[src/rtl/bp_me_bedrock_axil_master.sv]
// BedRock forward/reverse to AXI4-Lite master bridge.
// Takes one BedRock memory command at a time and splits it into one or two
// 32-bit AXI-Lite beats. It returns exactly one BedRock response per command.
//
// Handshakes: a transfer happens on the rising clock edge where valid and ready
// are both high. A valid, once raised, is held with its payload stable until
// that edge. Ready may be raised before or after valid.
module bp_me_bedrock_axil_master #(
  parameter int paddr_width_p     = 34,
  parameter int payload_width_p   = 16,
  parameter int axil_addr_width_p = 32,
  parameter int axil_data_width_p = 32
) (
  input  logic                         clk_i,
  input  logic                         reset_i,

  input  logic                         fwd_v_i,
  output logic                         fwd_ready_and_o,
  input  logic                         fwd_wr_i,
  input  logic [paddr_width_p-1:0]     fwd_addr_i,
  input  logic [1:0]                   fwd_size_i,
  input  logic [63:0]                  fwd_data_i,
  input  logic [payload_width_p-1:0]   fwd_payload_i,

  output logic                         rev_v_o,
  input  logic                         rev_ready_and_i,
  output logic                         rev_wr_o,
  output logic [paddr_width_p-1:0]     rev_addr_o,
  output logic [1:0]                   rev_size_o,
  output logic [63:0]                  rev_data_o,
  output logic [payload_width_p-1:0]   rev_payload_o,
  output logic                         rev_err_o,

  output logic [axil_addr_width_p-1:0] m_axil_awaddr_o,
  output logic [2:0]                   m_axil_awprot_o,
  output logic                         m_axil_awvalid_o,
  input  logic                         m_axil_awready_i,
  output logic [axil_data_width_p-1:0] m_axil_wdata_o,
  output logic [3:0]                   m_axil_wstrb_o,
  output logic                         m_axil_wvalid_o,
  input  logic                         m_axil_wready_i,
  input  logic [1:0]                   m_axil_bresp_i,
  input  logic                         m_axil_bvalid_i,
  output logic                         m_axil_bready_o,
  output logic [axil_addr_width_p-1:0] m_axil_araddr_o,
  output logic [2:0]                   m_axil_arprot_o,
  output logic                         m_axil_arvalid_o,
  input  logic                         m_axil_arready_i,
  input  logic [axil_data_width_p-1:0] m_axil_rdata_i,
  input  logic [1:0]                   m_axil_rresp_i,
  input  logic                         m_axil_rvalid_i,
  output logic                         m_axil_rready_o,

  output logic [2:0]                   debug_state_o
);

  typedef enum logic [2:0] {
    e_ready   = 3'd0,
    e_wr_req  = 3'd1,
    e_wr_resp = 3'd2,
    e_rd_req  = 3'd3,
    e_rd_resp = 3'd4,
    e_resp    = 3'd5
  } state_e;

  state_e                       state_q, state_d;
  logic                         wr_q, wr_d;
  logic [paddr_width_p-1:0]     addr_q, addr_d;
  logic [1:0]                   size_q, size_d;
  logic [63:0]                  wdata_q, wdata_d;
  logic [payload_width_p-1:0]   payload_q, payload_d;
  logic                         err_q, err_d;
  logic                         beat_q, beat_d;
  logic                         aw_done_q, aw_done_d;
  logic                         w_done_q, w_done_d;
  logic [31:0]                  rdata0_q, rdata0_d;
  logic [31:0]                  rdata1_q, rdata1_d;

  logic                         illegal;
  logic                         last_beat;
  logic                         aw_fin, w_fin;
  logic [axil_addr_width_p-1:0] beat_addr;
  logic [15:0]                  rd_half;
  logic [7:0]                   rd_byte;

  // Upper address bits beyond the AXI window, or a misaligned access, are refused.
  always_comb begin
    illegal = (fwd_addr_i[paddr_width_p-1:32] != '0);
    case (fwd_size_i)
      2'd1:    illegal = illegal | fwd_addr_i[0];
      2'd2:    illegal = illegal | (fwd_addr_i[1:0] != 2'b00);
      2'd3:    illegal = illegal | (fwd_addr_i[2:0] != 3'b000);
      default: ;
    endcase
  end

  assign last_beat = (size_q != 2'd3) || beat_q;
  assign beat_addr = {addr_q[axil_addr_width_p-1:2] + (axil_addr_width_p-2)'(beat_q), 2'b00};

  // The ready output falls immediately on reset, before the state register settles.
  assign fwd_ready_and_o = (state_q == e_ready) && !reset_i;

  // Next-state and handshake outputs.
  always_comb begin
    state_d          = state_q;
    wr_d             = wr_q;
    addr_d           = addr_q;
    size_d           = size_q;
    wdata_d          = wdata_q;
    payload_d        = payload_q;
    err_d            = err_q;
    beat_d           = beat_q;
    aw_done_d        = aw_done_q;
    w_done_d         = w_done_q;
    rdata0_d         = rdata0_q;
    rdata1_d         = rdata1_q;
    aw_fin           = aw_done_q;
    w_fin            = w_done_q;
    m_axil_awvalid_o = 1'b0;
    m_axil_wvalid_o  = 1'b0;
    m_axil_bready_o  = 1'b0;
    m_axil_arvalid_o = 1'b0;
    m_axil_rready_o  = 1'b0;
    rev_v_o          = 1'b0;

    case (state_q)
      e_ready: begin
        if (fwd_v_i && fwd_ready_and_o) begin
          wr_d      = fwd_wr_i;
          addr_d    = fwd_addr_i;
          size_d    = fwd_size_i;
          wdata_d   = fwd_data_i;
          payload_d = fwd_payload_i;
          err_d     = illegal;
          beat_d    = 1'b0;
          aw_done_d = 1'b0;
          w_done_d  = 1'b0;
          rdata0_d  = '0;
          rdata1_d  = '0;
          if (illegal)       state_d = e_resp;
          else if (fwd_wr_i) state_d = e_wr_req;
          else               state_d = e_rd_req;
        end
      end

      e_wr_req: begin
        // Address and data channels are independent; each drops on its own handshake.
        m_axil_awvalid_o = !aw_done_q;
        m_axil_wvalid_o  = !w_done_q;
        aw_fin           = aw_done_q | m_axil_awready_i;
        w_fin            = w_done_q | m_axil_wready_i;
        aw_done_d        = aw_fin;
        w_done_d         = w_fin;
        if (aw_fin && w_fin) begin
          aw_done_d = 1'b0;
          w_done_d  = 1'b0;
          state_d   = e_wr_resp;
        end
      end

      e_wr_resp: begin
        m_axil_bready_o = 1'b1;
        if (m_axil_bvalid_i) begin
          err_d = err_q | (m_axil_bresp_i != 2'b00);
          if (last_beat) begin
            state_d = e_resp;
          end else begin
            beat_d  = 1'b1;
            state_d = e_wr_req;
          end
        end
      end

      e_rd_req: begin
        m_axil_arvalid_o = 1'b1;
        if (m_axil_arready_i) state_d = e_rd_resp;
      end

      e_rd_resp: begin
        m_axil_rready_o = 1'b1;
        if (m_axil_rvalid_i) begin
          if (beat_q) rdata1_d = m_axil_rdata_i;
          else        rdata0_d = m_axil_rdata_i;
          err_d = err_q | (m_axil_rresp_i != 2'b00);
          if (last_beat) begin
            state_d = e_resp;
          end else begin
            beat_d  = 1'b1;
            state_d = e_rd_req;
          end
        end
      end

      e_resp: begin
        rev_v_o = 1'b1;
        if (rev_ready_and_i) state_d = e_ready;
      end

      default: state_d = e_ready;
    endcase
  end

  // Command, progress and read-data registers.
  always_ff @(posedge clk_i or posedge reset_i) begin
    if (reset_i) begin
      state_q   <= e_ready;
      wr_q      <= 1'b0;
      addr_q    <= '0;
      size_q    <= '0;
      wdata_q   <= '0;
      payload_q <= '0;
      err_q     <= 1'b0;
      beat_q    <= 1'b0;
      aw_done_q <= 1'b0;
      w_done_q  <= 1'b0;
      rdata0_q  <= '0;
      rdata1_q  <= '0;
    end else begin
      state_q   <= state_d;
      wr_q      <= wr_d;
      addr_q    <= addr_d;
      size_q    <= size_d;
      wdata_q   <= wdata_d;
      payload_q <= payload_d;
      err_q     <= err_d;
      beat_q    <= beat_d;
      aw_done_q <= aw_done_d;
      w_done_q  <= w_done_d;
      rdata0_q  <= rdata0_d;
      rdata1_q  <= rdata1_d;
    end
  end

  // Write strobes select the addressed lanes for sub-word stores.
  always_comb begin
    case (size_q)
      2'd0:    m_axil_wstrb_o = 4'b0001 << addr_q[1:0];
      2'd1:    m_axil_wstrb_o = 4'b0011 << addr_q[1:0];
      default: m_axil_wstrb_o = 4'b1111;
    endcase
  end

  // Read data is re-replicated to the BedRock 64-bit convention.
  always_comb begin
    rd_half = addr_q[1] ? rdata0_q[31:16] : rdata0_q[15:0];
    case (addr_q[1:0])
      2'd0:    rd_byte = rdata0_q[7:0];
      2'd1:    rd_byte = rdata0_q[15:8];
      2'd2:    rd_byte = rdata0_q[23:16];
      default: rd_byte = rdata0_q[31:24];
    endcase
    if (wr_q) begin
      rev_data_o = '0;
    end else begin
      case (size_q)
        2'd3:    rev_data_o = {rdata1_q, rdata0_q};
        2'd2:    rev_data_o = {2{rdata0_q}};
        2'd1:    rev_data_o = {4{rd_half}};
        default: rev_data_o = {8{rd_byte}};
      endcase
    end
  end

  assign m_axil_awaddr_o = beat_addr;
  assign m_axil_araddr_o = beat_addr;
  assign m_axil_wdata_o  = (size_q == 2'd3 && beat_q) ? wdata_q[63:32] : wdata_q[31:0];
  assign m_axil_awprot_o = 3'b000;
  assign m_axil_arprot_o = 3'b000;

  assign rev_wr_o      = wr_q;
  assign rev_addr_o    = addr_q;
  assign rev_size_o    = size_q;
  assign rev_payload_o = payload_q;
  assign rev_err_o     = err_q;

  assign debug_state_o = state_q;

endmodule

[config.mk]
export PLATFORM = sky130hd
export DESIGN_NAME = bp_me_bedrock_axil_master
export DESIGN_NICKNAME = d
export VERILOG_FILES = /design/src/rtl/bp_me_bedrock_axil_master.sv
export SDC_FILE = /design/constraint.sdc
export NUM_CORES = 1
export LEC_CHECK = 0
export CAP_MARGIN = 20
export CORE_AREA = 2 2 154 156
export CTS_CLUSTER_SIZE = 30
export DETAILED_ROUTE_END_ITERATION = 10
export DIE_AREA = 0 0 156 158
export PLACE_DENSITY = 0.82
export SLEW_MARGIN = 20
export SYNTH_ARGS = -nofsm -noshare
export SYNTH_HDL_FRONTEND = slang
export SYNTH_SLANG_ARGS = --single-unit
[constraint.sdc]
create_clock -name clk_i -period 8.1 [get_ports clk_i]
set_input_delay 1.62 -clock clk_i [delete_from_list [all_inputs] [get_ports clk_i]]
set_output_delay 1.62 -clock clk_i [all_outputs]
set_load 0.005 [all_outputs]
==> flow_summary.yaml <==
synthesis:
  synth_seq_cells: 188
  synth_area_per_cell_um2: 8.47
  synth_edf_count: 0
  netlist_area_um2: 10100
  yosysSeqAreaShare: 0.464
  synthDistinctLibCells: 68
  yosysWarnings: 0
  ys.flop_type: "dfrtp_1"
  async_reset_ff_frac: 1.00
  postSynthCellCount: 1197
global_route:
  grt.total_usage: 0.266
  grt_pass1_wl_um: 51500
  grt_pass1_vias: 9671
  grt_max_degree: 113
  overflow: 0
  antenna_found_initial: 2
worst_hold_path:
  worstHoldPathType: "register to register"
power:
  power_frac_comb: 0.549
  p_per_area_nw_per_um2: 410
  power_mw: 5.91
  pwr-share-seq: 0.305
  p_int_mw: 3.61
  switching_power_mw: 2.30
  swShare: 0.389
  p_leak_nw: 6.37
  power_frac_clock: 0.146
  max-vdd-ir-drop_uv: 190
finish:
  drive_above_1_share: 0.0827
  fill_cells: 1924
  area_growth_pct: 42.2
  multi_input_area_um2: 4770
  design_area_um2: 14400
  seq_area_um2: 4700
  layout.nets: 1664
  instances_no_fill: 1804
sta:
  finalSetupViolations: 0
  fin_tns_setup_ns: 0
  fmax_ghz: 0.177
  period_share: 0.697
  slew_violations: 0
  finalHoldViolCount: 0
  post-route-min-period_ns: 5.65
  slew_headroom: 0.315
  rsz0062_at_grt: "no"
  worst_slew_pin_slew_ns: 1.03
  clock-skew-final_ns: 0.0114
cts:
  cts_root_buf: "clkbuf_16"
  clockBufferDepth: 2
  cts.clk_slew.worst_paths_ns: 0.08
  insertion_delay_ns: 0.43
  h-tree-depth: 4
  cts.repair.resized: 0
  postCtsHoldBufs: 0
  cts_tree: "done"
  cts_buffers: 17
  post_cts.repair.setup_buffers: 0
  cts.sinks: 188
routing:
  drtIter0Drc: 878
  post_drt_wl_per_cell_um: 18.3
  drt_wl_total_um: 33000
  drt-pass1-iter-count: 6
  vias_per_cell: 5.44
  drc: 0
  final_antenna_net_count: 0
  vias: 9807
setup_path:
  path_class: "register to output port"
  crit_fanout: 36
  cp-start-kind: "register"
  critPathRequiredTime_ns: 6.48
  path_buf_inv: 2
  crit_slowest_cell: "dfrtp_1"
  critPathTopFamily: "buffers and inverters"
  endpoint_kind: "output port"
  cp.arrival_ns: 4.03
  cp_slowest_stage_delay_ns: 0.98
  crit_chain: "inv_2, nand2_1, o22ai_1, a2111oi_0, clkdlybuf4s50_1"
floorplanning:
  rows: 56
  pin_count: 396
  die_x_um: 156
  start_util: 0.440
  dieArea_um2: 24600
  dieHeight_um: 158
  core_um2: 23100
place:
  placed_cell_area_um2: 13800
  placed_cells: 1771
  portBuffers: 385
  dp_hpwl_um: 23900
  place.gp.congestion: 0.949
flow_run:
  drv_cap: 0
run_status:
  status: "complete, no violations"
cell usage in the layout, fill, tap and decap left out, types with 4 or more instances in the layout:
| cell | synthesis | final |
|---|---|---|
| o21bai_2 | 5 | 5 |
| o22ai_1 | 40 | 40 |
| xnor2_1 | 15 | 15 |
| a211oi_1 | 11 | 11 |
| mux2_2 | 42 | 42 |
| mux4_2 | 8 | 8 |
| buf_4 | 54 | 6 |
| o21ai_1 | 7 | 6 |
| o221a_2 | 6 | 6 |
| nor3_1 | 18 | 18 |
| a2111oi_0 | 7 | 7 |
| dfrtp_1 | 188 | 188 |
| nand3_1 | 11 | 9 |
| conb_1 | 1 | 10 |
| nand4_1 | 6 | 6 |
| clkdlybuf4s50_1 | 0 | 385 |
| xor2_1 | 14 | 14 |
| a21oi_1 | 21 | 21 |
| nor2_1 | 51 | 51 |
| o21ai_0 | 78 | 78 |
| inv_1 | 9 | 8 |
| and3_1 | 7 | 6 |
| inv_8 | 0 | 4 |
| and4_1 | 4 | 4 |
| clkbuf_16 | 0 | 17 |
| nand2_1 | 473 | 473 |
cells in the mapped netlist (8+ instances only):
cell type	count	area (µm²)
nand2_1	473	1780
dfrtp_1	188	4700
o21ai_0	78	390
buf_4	54	405
nor2_1	51	191
mux2_2	42	473
o22ai_1	40	250
clkbuf_1	32	120
buf_2	30	150
a21oi_1	21	105
nor3_1	18	90.1
xnor2_1	15	131
xor2_1	14	123
a211oi_1	11	82.6
nand3_1	11	55.1
inv_1	9	33.8
mux4_2	8	180
per-stage QoR:
step           hold slack (ns)  worst slack (ns)   util
6_report                 0.474              2.45  0.625
3_3_place_gp             0.451              3.11  0.599
4_1_cts                  0.476              2.60  0.625
3_5_place_dp             0.457              3.06  0.599
5_1_grt                  0.500              2.32  0.625
2_1_floorplan            0.440             0.983      -
metal layers:
| layer | vias to the layer above | track usage | wire length (µm) |
|---|---|---|---|
| met5 | - | 0 | 16 |
| met4 | 2 | 0.151 | 1590 |
| met3 | 99 | 0.0766 | 2990 |
| met2 | 494 | 0.436 | 16200 |
| met1 | 4639 | 0.316 | 12300 |
| li1 | 4573 | - | - |
power groups by stage:
stage	logic (mW)	clock network, mW	registers, mW
floorplan	1.68	0	1.63
global placement	3.16	0	1.78
detailed placement	3.22	0	1.80
CTS	3.24	0.875	1.79
global route	3.52	0.920	1.86
finish	3.24	0.862	1.80
cells by family after synthesis:
kind of cell,Yosys count,share of synthesized area
compound gates,199,0.127
other cells,1,0.000370
simple gates,596,0.241
xor+xnor,29,0.0251
buf+inv,129,0.0722
mux,53,0.0679
flops,188,0.464
fa+ha+maj,2,0.00247
worst reg2reg max path: stages (launching register included):
cell and delay [ns]:
dfrtp_1 0.59, nor3_2 0.41, and3_4 0.73, buf_4 0.69
nand2_1 0.15, nand2_1 0.10
registers in the layout, summed over array words and instances (netlist names), 2 cells and up:
name	flops
debug_state_o	3
rdata0_q	32
rdata1_q	32
rev_addr_o	34
rev_payload_o	16
rev_size_o	2
wdata_q	64
final timing paths:
path                                  startpoint             end  slack (ns)  cells after the start
worst max-delay path               rev_size_o[1]  rev_data_o[35]        2.45                      5
worst min-delay path                 wdata_q[51]     wdata_q[51]        0.47                      2
worst max register to register  debug_state_o[0]     wdata_q[35]        5.37                      5
worst min register to register       wdata_q[51]     wdata_q[51]        0.47                      2
max in group asynchronous                reset_i      wdata_q[1]        5.06                      3
min in group asynchronous                reset_i    rdata0_q[20]        1.89                      2
final cells by class:
| class | instances | share of cell area |
|---|---|---|
| diodes | 2 | 0.000347 |
| inverters | 11 | 0.00339 |
| well taps | 290 | 0.0252 |
| repair buffers | 393 | 0.272 |
| multi-input cells | 889 | 0.331 |
| flip-flops and latches | 188 | 0.326 |
| clock buffers | 18 | 0.0305 |
| clock inverters | 13 | 0.0109 |
Note: power is estimated with default switching activity, not from simulation.
